File: config.mk
export PLATFORM = sky130hd
export DESIGN_NAME = hex_scroll_decoder
export DESIGN_NICKNAME = d
export VERILOG_FILES = /design/src/rtl/scroll_dec_pkg.sv /design/src/rtl/scroll_char_fifo.sv /design/src/rtl/hex_scroll_decoder.sv
export SDC_FILE = /design/constraint.sdc
export NUM_CORES = 1
export LEC_CHECK = 0
export CAP_MARGIN = 20
export CORE_AREA = 2 2 65 67
export CTS_BUF_LIST = sky130_fd_sc_hd__clkbuf_8
export DETAILED_ROUTE_END_ITERATION = 10
export DIE_AREA = 0 0 67 69
export PLACE_DENSITY = 0.86
export SKIP_CTS_REPAIR_TIMING = 1
export SYNTH_ARGS = -nofsm -noshare
export SYNTH_HDL_FRONTEND = slang
export SYNTH_SLANG_ARGS = --single-unit
export TNS_END_PERCENT = 10
File: constraint.sdc
create_clock -name clk -period 5.9 [get_ports clk]
set_input_delay 0.59 -clock clk [delete_from_list [all_inputs] [get_ports clk]]
set_output_delay 0.59 -clock clk [all_outputs]
set_load 0.02 [all_outputs]
File: src/rtl/scroll_dec_pkg.sv
// Shared types for the scrolling-display reader: character codes, FSM states,
// the active-low 7-segment patterns the scroller emits, and the decoder.
package scroll_dec_pkg;

   localparam int SEG_W  = 7;
   localparam int CHAR_W = 5;

   localparam int DEFAULT_FIFO_DEPTH = 4;
   localparam int DEFAULT_BLANK_RUN  = 6;

   typedef enum logic [CHAR_W-1:0] {
      CH_BLANK = 5'd0,
      CH_C     = 5'd1,
      CH_P     = 5'd2,
      CH_E     = 5'd3,
      CH_N     = 5'd4,
      CH_3     = 5'd5,
      CH_1     = 5'd6,
      CH_LB    = 5'd7,   // lower-case b
      CH_Y     = 5'd8,
      CH_LE    = 5'd9,   // lower-case e
      CH_UNK   = 5'd31
   } char_t;

   typedef enum logic [1:0] {
      IDLE,
      IN_WORD,
      GAP,
      DONE
   } state_t;

   // Active-low segment patterns, bit order {g,f,e,d,c,b,a}
   localparam logic [SEG_W-1:0] SEG_OFF = 7'h7F;
   localparam logic [SEG_W-1:0] SEG_C   = 7'b1000110;
   localparam logic [SEG_W-1:0] SEG_P   = 7'b0001100;
   localparam logic [SEG_W-1:0] SEG_E   = 7'b0000110;
   localparam logic [SEG_W-1:0] SEG_N   = 7'b1001000;
   localparam logic [SEG_W-1:0] SEG_3   = 7'b0110000;
   localparam logic [SEG_W-1:0] SEG_1   = 7'b1111001;
   localparam logic [SEG_W-1:0] SEG_LB  = 7'b0000011;
   localparam logic [SEG_W-1:0] SEG_Y   = 7'b0010001;
   localparam logic [SEG_W-1:0] SEG_LE  = 7'b0000100;

   // Map a raw segment pattern to its character code; anything else is UNK
   function automatic char_t seg_to_char(input logic [SEG_W-1:0] seg);
      char_t code;
      case (seg)
         SEG_OFF: code = CH_BLANK;
         SEG_C:   code = CH_C;
         SEG_P:   code = CH_P;
         SEG_E:   code = CH_E;
         SEG_N:   code = CH_N;
         SEG_3:   code = CH_3;
         SEG_1:   code = CH_1;
         SEG_LB:  code = CH_LB;
         SEG_Y:   code = CH_Y;
         SEG_LE:  code = CH_LE;
         default: code = CH_UNK;
      endcase
      return code;
   endfunction

endpackage

File: src/rtl/scroll_char_fifo.sv
// Small synchronous FIFO of decoded characters. Head data is read
// combinationally so a code pushed on one edge is visible right after it.
// A push while full is accepted only if the same cycle pops.
module scroll_char_fifo
   import scroll_dec_pkg::*;
#(
   parameter int DEPTH = DEFAULT_FIFO_DEPTH   // power of 2, >= 2
) (
   input  logic  clk,
   input  logic  reset_n,
   input  logic  push,
   input  char_t push_data,
   input  logic  pop,
   output logic  full,
   output logic  empty,
   output char_t head
);

   localparam int AW = $clog2(DEPTH);

   logic [AW-1:0] wr_ptr;
   logic [AW-1:0] rd_ptr;
   logic [AW:0]   count;
   char_t         mem [DEPTH];

   logic do_pop;
   logic do_push;

   assign full    = (count == (AW+1)'(DEPTH));
   assign empty   = (count == '0);
   assign do_pop  = pop & ~empty;
   assign do_push = push & (~full | do_pop);
   assign head    = empty ? CH_BLANK : mem[rd_ptr];

   // Pointer and occupancy bookkeeping; pointers wrap naturally at DEPTH
   always_ff @(posedge clk or negedge reset_n) begin
      if (!reset_n) begin
         wr_ptr <= '0;
         rd_ptr <= '0;
         count  <= '0;
      end else begin
         if (do_push) wr_ptr <= wr_ptr + AW'(1);
         if (do_pop)  rd_ptr <= rd_ptr + AW'(1);
         case ({do_push, do_pop})
            2'b10:   count <= count + (AW+1)'(1);
            2'b01:   count <= count - (AW+1)'(1);
            default: count <= count;
         endcase
      end
   end

   // Storage array write port
   // NOTE: storage is deliberately not reset; count gates every read, so stale
   // entries are never observed and the array can map onto plain RAM/flops.
   always_ff @(posedge clk) begin
      if (do_push) mem[wr_ptr] <= push_data;
   end

endmodule

File: src/rtl/hex_scroll_decoder.sv
// Reader for the scrolling 7-segment shift stream: decodes every pattern
// shifted into HEX0, queues character codes behind a valid/ready port and
// flags word and message boundaries.
// Optional feature macro: SCROLL_MIRROR_EN adds mirror_hex0..mirror_hex5,
// a copy of the six digits as the scroller has shifted them.
// BLANK_RUN is expected to be >= 2 (the first blank only ends the word).
module hex_scroll_decoder
   import scroll_dec_pkg::*;
#(
   parameter int FIFO_DEPTH = DEFAULT_FIFO_DEPTH,
   parameter int BLANK_RUN  = DEFAULT_BLANK_RUN
) (
   input  logic             clk,
   input  logic             reset_n,
   input  logic             shift_en,
   input  logic [SEG_W-1:0] seg_in,
   input  logic             char_ready,
   output logic             char_valid,
   output logic [CHAR_W-1:0] char_code,
   output logic             word_done,
   output logic             msg_done,
   output logic [7:0]       msg_count,
   output logic             decode_err,
   output logic             overflow
`ifdef SCROLL_MIRROR_EN
   ,
   output logic [SEG_W-1:0] mirror_hex0,
   output logic [SEG_W-1:0] mirror_hex1,
   output logic [SEG_W-1:0] mirror_hex2,
   output logic [SEG_W-1:0] mirror_hex3,
   output logic [SEG_W-1:0] mirror_hex4,
   output logic [SEG_W-1:0] mirror_hex5
`endif
);

   localparam int                CNT_W    = $clog2(BLANK_RUN + 1);
   localparam logic [CNT_W-1:0]  RUN_MAX  = CNT_W'(BLANK_RUN);
   localparam logic [CNT_W-1:0]  RUN_LAST = CNT_W'(BLANK_RUN - 1);

   state_t           state;
   logic [CNT_W-1:0] blank_cnt;

   char_t seg_char;
   logic  is_blank;
   logic  push;
   logic  pop;
   logic  fifo_full;
   logic  fifo_empty;
   char_t fifo_head;

   assign seg_char = seg_to_char(seg_in);
   assign is_blank = (seg_char == CH_BLANK);

   // Non-blank characters are always queued; the one blank that closes a
   // word is queued too (its code is BLANK), further blanks are not.
   assign push = shift_en & (~is_blank | (state == IN_WORD));
   assign pop  = char_valid & char_ready;

   assign char_valid = ~fifo_empty;
   assign char_code  = fifo_head;

   scroll_char_fifo #(
      .DEPTH (FIFO_DEPTH)
   ) u_fifo (
      .clk       (clk),
      .reset_n   (reset_n),
      .push      (push),
      .push_data (seg_char),
      .pop       (pop),
      .full      (fifo_full),
      .empty     (fifo_empty),
      .head      (fifo_head)
   );

   // Word/message FSM with blank-run counter, boundary pulses and sticky flags
   // NOTE: all state here updates with <= so every branch reads the values
   // from before the edge, independent of statement order.
   always_ff @(posedge clk or negedge reset_n) begin
      if (!reset_n) begin
         state      <= IDLE;
         blank_cnt  <= '0;
         word_done  <= 1'b0;
         msg_done   <= 1'b0;
         msg_count  <= '0;
         decode_err <= 1'b0;
         overflow   <= 1'b0;
      end else begin
         word_done <= 1'b0;
         msg_done  <= 1'b0;

         if (push && fifo_full && !pop) overflow <= 1'b1;

         if (shift_en) begin
            if (seg_char == CH_UNK) decode_err <= 1'b1;

            case (state)
               IDLE: begin
                  if (!is_blank) begin
                     state     <= IN_WORD;
                     blank_cnt <= '0;
                  end
               end
               IN_WORD: begin
                  if (is_blank) begin
                     state     <= GAP;
                     word_done <= 1'b1;
                     blank_cnt <= CNT_W'(1);
                  end
               end
               GAP: begin
                  if (is_blank) begin
                     if (blank_cnt < RUN_MAX) blank_cnt <= blank_cnt + CNT_W'(1);
                     if (blank_cnt == RUN_LAST) begin
                        state     <= DONE;
                        msg_done  <= 1'b1;
                        msg_count <= msg_count + 8'd1;
                     end
                  end else begin
                     state     <= IN_WORD;
                     blank_cnt <= '0;
                  end
               end
               DONE: begin
                  if (!is_blank) begin
                     state     <= IN_WORD;
                     blank_cnt <= '0;
                  end
               end
               default: state <= IDLE;
            endcase
         end
      end
   end

`ifdef SCROLL_MIRROR_EN
   logic [SEG_W-1:0] mirror [6];

   // Shadow of the six display digits, shifted in step with the scroller
   always_ff @(posedge clk or negedge reset_n) begin
      if (!reset_n) begin
         for (int i = 0; i < 6; i++) mirror[i] <= SEG_OFF;
      end else if (shift_en) begin
         mirror[0] <= seg_in;
         for (int i = 1; i < 6; i++) mirror[i] <= mirror[i-1];
      end
   end

   assign mirror_hex0 = mirror[0];
   assign mirror_hex1 = mirror[1];
   assign mirror_hex2 = mirror[2];
   assign mirror_hex3 = mirror[3];
   assign mirror_hex4 = mirror[4];
   assign mirror_hex5 = mirror[5];
`endif

endmodule

==> results of run 1 <==
==> layout make-up <==
type | count | area share, %
tap | 50 | 2.26
inverter | 18 | 2.44
multi-input combinational | 121 | 36.9
clock buffer | 5 | 2.49
timing repair buffer | 29 | 11.1
sequential | 44 | 43.4
clock inverter | 3 | 1.40
==> sequential cells by signal (all words and copies together), names as in the netlist <==
signal,cells
overflow,1
u_fifo.count,3
u_fifo.rd_ptr,2
msg_count,8
u_fifo.mem,20
blank_cnt,3
decode_err,1
state,2
msg_done,1
u_fifo.wr_ptr,2
word_done,1
==> worst paths after layout <==
check                                      from                to
worst min-delay path                   overflow          overflow
worst min register to register         overflow          overflow
worst max-delay path                  seg_in[1]   u_fifo.count[2]
min in group asynchronous               reset_n      msg_count[6]
worst max register to register  u_fifo.count[1]   u_fifo.count[2]
max in group asynchronous               reset_n  u_fifo.wr_ptr[1]
==> cells in the final DEF, fill, tap and decap left out, types with 2 or more instances in the layout <==
master / n
a21oi_1: 2
and2_1: 6
and3_1: 4
clkbuf_8: 5
clkdlybuf4s50_1: 28
dfrtp_1: 24
edfxtp_1: 20
ha_1: 10
inv_1: 19
mux4_2: 5
nand2_1: 8
nand3_1: 4
nand4_1: 7
nor2_1: 12
nor2b_1: 2
nor3_1: 7
nor3b_1: 2
nor4bb_1: 3
o211ai_1: 2
o21ai_0: 3
o31ai_1: 2
o32a_1: 2
xnor2_1: 9
xor2_1: 5
==> metrics by stage <==
step | setup WS (ps) | power, uW
6_report | 2860 | 1050
5_1_grt | 2730 | 1110
4_1_cts | 2890 | 1050
3_5_place_dp | 2610 | 829
3_3_place_gp | 2770 | 807
2_1_floorplan | 3480 | 699
==> layer usage <==
layer  vias to the layer above  wire length [um]
met5                         -                 0
met4                         0                73
met3                         4               194
met2                        43              2240
met1                       786              1840
li1                        751                 -
==> power by group through the flow <==
stage	Combinational, uW	Sequential [uW]	Clock (uW)
after global routing	425	449	238
after floorplan	281	418	0
final	388	436	222
after global placement	366	441	0
after CTS	387	438	224
after detailed placement	385	444	0
==> cell families after synthesis <==
family	synth area share (%)
fa+ha+maj	6.16
simple gates	17.4
flops	51.0
xor+xnor	5.21
compound gates	8.40
mux	6.16
buf+inv	5.69
==> metrics.yaml, run 1 <==
sta:
  final-hold-violation-count: 0
  fin_worst_skew_ps: 9.57
  hold_slack_ps: 471
  relSlewSlack_pct: 64.6
  timing.final.crit_share_pct: 51.5
  rsz0062_at_grt: "false"
  tightestPinTransition_ps: 529
  finalSetupTns_ps: 0
  fmax_mhz: 329
  slew_viol_final: 0
  fin_crit_ps: 3040
  finalSetupViolations: 0
floorplan:
  io_pins: 29
  die_area_mm2: 0.00462
  row_count: 23
  die_w_um: 67
  die_h_um: 69
  fp.coreArea_mm2: 0.00391
  start_util_pct: 60.2
grt:
  grt_pass1_vias: 1527
  grt.total_usage_pct: 21.2
  met3_usage_pct: 3.59
  grt_pass1_wl_mm: 7.40
  grt_max_degree: 25
  antenna_found_initial: 0
  grt_busiest_layer: "met2"
  gr-total-overflow: 0
  grt_use_met1_pct: 29.2
  grtUsageMet2_pct: 33.6
clock_network:
  clockBufferDepth: 2
  clk_pin_slew_worst_paths_ps: 80
  cts_tree: "yes"
  numCtsBuffers: 5
  cts.sinks: 44
  clock_latency_ps: 290
  cts-root-buf: "clkbuf_8"
  cts-htree-levels: 2
logic_synthesis:
  synth_cell_types: 53
  yosysTopAreaCell: "dfrtp_1"
  synth_top_area_share_pct: 25.5
  synth.most_common_cell: "dfrtp_1"
  synth_seq_cells: 44
  synth_seq_area_share_pct: 51.0
  synth_cells: 193
  ys_top_cells_by_area: "dfrtp_1, edfxtp_1, ha_1, mux4_2, xnor2_1"
  syn_area_mm2: 0.00235
  yosys-top-cells-count: "dfrtp_1, edfxtp_1, inv_1"
  yosys_warnings: 0
  synth_edf_count: 20
  syn_nets: 215
  async_flop_share_pct: 54.5
  syn_area_per_cell_um2: 12.2
  ys.flop_type: "dfrtp_1"
pwr:
  p_leak_uw: 0.00107
  p_sw_uw: 352
  p_comb_share_pct: 37.1
  pwr-share-clk_pct: 21.2
  ir_drop_mv: 0.205
  power.density_mw_per_mm2: 378
  intPower_uw: 693
  seqPwrFrac_pct: 41.7
  p_sw_share_pct: 33.7
worst_setup_path:
  crit_cells: 10
  critPathKind: "in2reg"
  crit_top_cell: "xor2_1"
  crit_arrival_ps: 3240
  crit_required_ps: 6110
  critical-path-slowest-cell: "clkdlybuf4s50_1"
  start_kind: "primary input"
  critical_path.top_delay_family: "buffers and inverters"
  max_stage_delay_ps: 730
  reg2regPathDepth: 8
  path_max_fanout: 10
  critPathCaptureType: "flip-flop"
  crit_chain: "clkdlybuf4s50_1 > and4_1 > nand2_2 > o211ai_4 > ha_1 > inv_1 > fa_1 > xor2_1 > nor2_1 > xor2_1"
  r2r_slack_ps: 3420
  critical_path_buf_inv_count: 2
cells_and_area:
  seq_area_mm2: 0.00120
  stdcell_area_mm2: 0.00277
  antenna_cells: 0
  utilization_pct: 70.7
  multi_input_area_mm2: 0.00102
  nets: 241
  fill_cells: 280
  post_layout_nonfiller_instances: 270
  drive_above_1_share_pct: 10.0
  area_growth_pct: 17.5
placement:
  dpl.hpwl_mm: 3.18
  numPlacedInstances: 261
  io_buffers: 28
  gp_congestion: 0.862
  placed_area_mm2: 0.00263
run:
  maxCapViolCount: 0
route:
  wl_per_cell_um: 16.1
  drc: 0
  dr.pass1.iters: 4
  vias: 1584
  wl_mm: 4.35
  drt_iter0_drc: 73
  vias_per_cell: 5.87
  antenna_left: 0
min_path:
  hold_path_class: "reg2reg"
  hold_depth: 1
run_status:
  status: "finished clean"
Power figures use the tool's default switching activity.
==> run 2, diff against run 1 <==
--- a/config.mk
+++ b/config.mk
@@ -6,11 +6,11 @@
 export NUM_CORES = 1
 export LEC_CHECK = 0
 export CAP_MARGIN = 20
-export CORE_AREA = 2 2 65 67
+export CORE_AREA = 2 2 68 70
 export CTS_BUF_LIST = sky130_fd_sc_hd__clkbuf_8
 export DETAILED_ROUTE_END_ITERATION = 10
-export DIE_AREA = 0 0 67 69
-export PLACE_DENSITY = 0.86
+export DIE_AREA = 0 0 70 72
+export PLACE_DENSITY = 0.79
 export SKIP_CTS_REPAIR_TIMING = 1
 export SYNTH_ARGS = -nofsm -noshare
 export SYNTH_HDL_FRONTEND = slang
==> constraint.sdc (replaced) <==
create_clock -name clk -period 2.8 [get_ports clk]
set_input_delay 0.28 -clock clk [delete_from_list [all_inputs] [get_ports clk]]
set_output_delay 0.28 -clock clk [all_outputs]
set_load 0.02 [all_outputs]
==> metrics.yaml, run 2 (same netlist as run 1, synthesis figures left out) <==
clock_network:
  numCtsBuffers: 5  # unchanged
  cts-root-buf: "clkbuf_8"  # unchanged
  cts_tree: "yes"  # unchanged
  clock_latency_ps: 290  # about the same
  cts.sinks: 44  # unchanged
  clk_pin_slew_worst_paths_ps: 70  # was 80 ps
  cts-htree-levels: 2  # unchanged
  clockBufferDepth: 2  # unchanged
worst_setup_path:
  crit_chain: "mux4_2 > and2_1 > clkdlybuf4s50_1"  # was clkdlybuf4s50_1 > and4_1 > nand2_2 > o211ai_4 > ha_1 > inv_1 > fa_1 > xor2_1 > nor2_1 > xor2_1
  critPathKind: "reg2out"  # was in2reg
  reg2reg_from: "u_fifo.count[1]"  # unchanged
  critical_path_buf_inv_count: 1  # was 2
  start_kind: "flip-flop"  # was primary input
  critical-path-slowest-cell: "dfrtp_1"  # was clkdlybuf4s50_1
  critPathCaptureType: "output port"  # was flip-flop
  path_max_fanout: 7  # was 10
  max_stage_delay_ps: 580  # was 730 ps
  reg2regPathDepth: 8  # unchanged
  r2r_end: "u_fifo.count[2]"  # unchanged
  crit_arrival_ps: 2130  # was 3240 ps
  crit_required_ps: 2520  # was 6110 ps
  r2r_slack_ps: 450  # was 3420 ps
  critical_path.top_delay_family: "flip-flops"  # was buffers and inverters
floorplan:
  die_area_mm2: 0.00504  # was 0.00462 mm2
  die_h_um: 72  # was 69 um
  io_pins: 29  # unchanged
  die_w_um: 70  # was 67 um
  start_util_pct: 55.2  # was 60.2%
  row_count: 24  # was 23
  fp.coreArea_mm2: 0.00426  # was 0.00391 mm2
sta:
  setup_slack_ps: 394  # was 2860 ps
  rsz0062_at_grt: "false"  # unchanged
  tightestPinTransition_ps: 499  # was 529 ps
  finalSetupViolations: 0  # unchanged
  hold_slack_ps: 341  # was 471 ps
  fin_worst_skew_ps: 3.43  # was 9.57 ps
  slew_viol_final: 0  # unchanged
  finalSetupTns_ps: 0  # unchanged
  relSlewSlack_pct: 66.6  # was 64.6%
  final-hold-violation-count: 0  # unchanged
  fmax_mhz: 416
  timing.final.crit_share_pct: 85.9
  fin_crit_ps: 2410
pwr:
  p_comb_share_pct: 36.5  # was 37.1%
  seqPwrFrac_pct: 42.3  # was 41.7%
  p_sw_share_pct: 33.1  # was 33.7%
  p_sw_uw: 723  # was 352 uW
  power.density_mw_per_mm2: 779  # was 378 mW/mm2
  ir_drop_mv: 0.290  # was 0.205 mV
  p_leak_uw: 0.00109  # was 0.00107 uW
  pwr-share-clk_pct: 21.1  # was 21.2%
  intPower_uw: 1460  # was 693 uW
route:
  vias: 1555  # was 1,584
  drc: 0  # unchanged
  drt_iter0_drc: 130  # was 73
  vias_per_cell: 5.57  # was 5.87
  wl_per_cell_um: 14.5  # was 16.1 um
  dr.pass1.iters: 4  # unchanged
  antenna_left: 0  # unchanged
  wl_mm: 4.05  # was 4.35 mm
placement:
  gp_congestion: 0.793  # was 0.862
  dpl.hpwl_mm: 3.01  # was 3.18 mm
  io_buffers: 28  # unchanged
  dp_slack_ps: 191  # was 2610 ps
grt:
  grt_max_degree: 25  # unchanged
  grt_pass1_wl_mm: 6.78  # was 7.40 mm
  antenna_found_initial: 0  # unchanged
  gr-total-overflow: 0  # unchanged
  grt_pass1_vias: 1477  # was 1,527
  grt.total_usage_pct: 17.3  # was 21.2%
run:
  maxCapViolCount: 0  # unchanged
cells_and_area:
  top_regs: "u_fifo.mem (20), msg_count (8)"  # unchanged
  antenna_cells: 0  # unchanged
  drive_above_1_share_pct: 12.3  # was 10.0%
  utilization_pct: 65.7  # was 70.7%
  mostFrequentLayoutCells: "clkdlybuf4s50_1, dfrtp_1, edfxtp_1"  # unchanged
  largest_reg_flops: 20  # unchanged
  nets: 248  # was 241
  top_register: "u_fifo.mem"  # unchanged
  area_growth_pct: 18.9  # was 17.5%
  layout_commonest_cell: "clkdlybuf4s50_1"  # unchanged
  fill_cells: 324  # was 280
min_path:
  hold_path_class: "in2async"  # was reg2reg
run_status:
  status: "finished clean"  # unchanged
[run 2: worst max path at each step]
stage / endpoint / depth (start not counted) / from
global placement: u_fifo.count[2] / 9 / char_ready
floorplan: u_fifo.count[2] / 8 / u_fifo.count[1]
global route: char_code[0] / 3 / u_fifo.rd_ptr[0]
detailed placement: u_fifo.count[2] / 9 / char_ready
finish: char_code[1] / 3 / u_fifo.rd_ptr[0]
CTS: char_code[1] / 3 / u_fifo.rd_ptr[0]
[run 2: layer usage]
layer | wire (um) | vias up | global-route usage, %
met5 | 0 | - | 0
met4 | 80 | 0 | 7.69
met3 | 125 | 8 | 2.92
met2 | 1950 | 30 | 28.4
met1 | 1900 | 747 | 23.0
li1 | - | 770 | -
[run 2: per-stage QoR]
stage | instance area (um2) | std cells | total power (uW)
4_1_cts | 2800 | 279 | 2190
3_5_place_dp | 2690 | 271 | 1740
5_1_grt | 2800 | 279 | 2320
3_3_place_gp | 2690 | 271 | 1710
6_report | 2800 | 279 | 2180
2_1_floorplan | 2350 | 193 | 1470
[run 2: final cells by class]
class | instances | area, um2 | share of cell area, %
Multi-Input combinational cell | 121 | 1020 | 36.4
Timing Repair Buffer | 36 | 340 | 12.2
Tap cell | 52 | 65.1 | 2.32
Inverter | 18 | 67.6 | 2.41
Sequential cell | 44 | 1200 | 42.9
Clock buffer | 5 | 68.8 | 2.46
Clock inverter | 3 | 37.5 | 1.34
[run 2: power groups by stage]
stage               combinational [uW]  sequential, uW  clock [uW]
global route                       878             943         495
global placement                   784             929           0
CTS                                800             924         466
finish                             797             923         461
detailed placement                 797             939           0
floorplan                          592             881           0
==> run 3, diff against run 2 <==
--- a/config.mk
+++ b/config.mk
@@ -11,6 +11,7 @@
 export DETAILED_ROUTE_END_ITERATION = 10
 export DIE_AREA = 0 0 70 72
 export PLACE_DENSITY = 0.79
+export SETUP_SLACK_MARGIN = 0.15
 export SKIP_CTS_REPAIR_TIMING = 1
 export SYNTH_ARGS = -nofsm -noshare
 export SYNTH_HDL_FRONTEND = slang
==> results of run 3 <==
No change in the layout: final DEF, timing and power equal those of run 2.
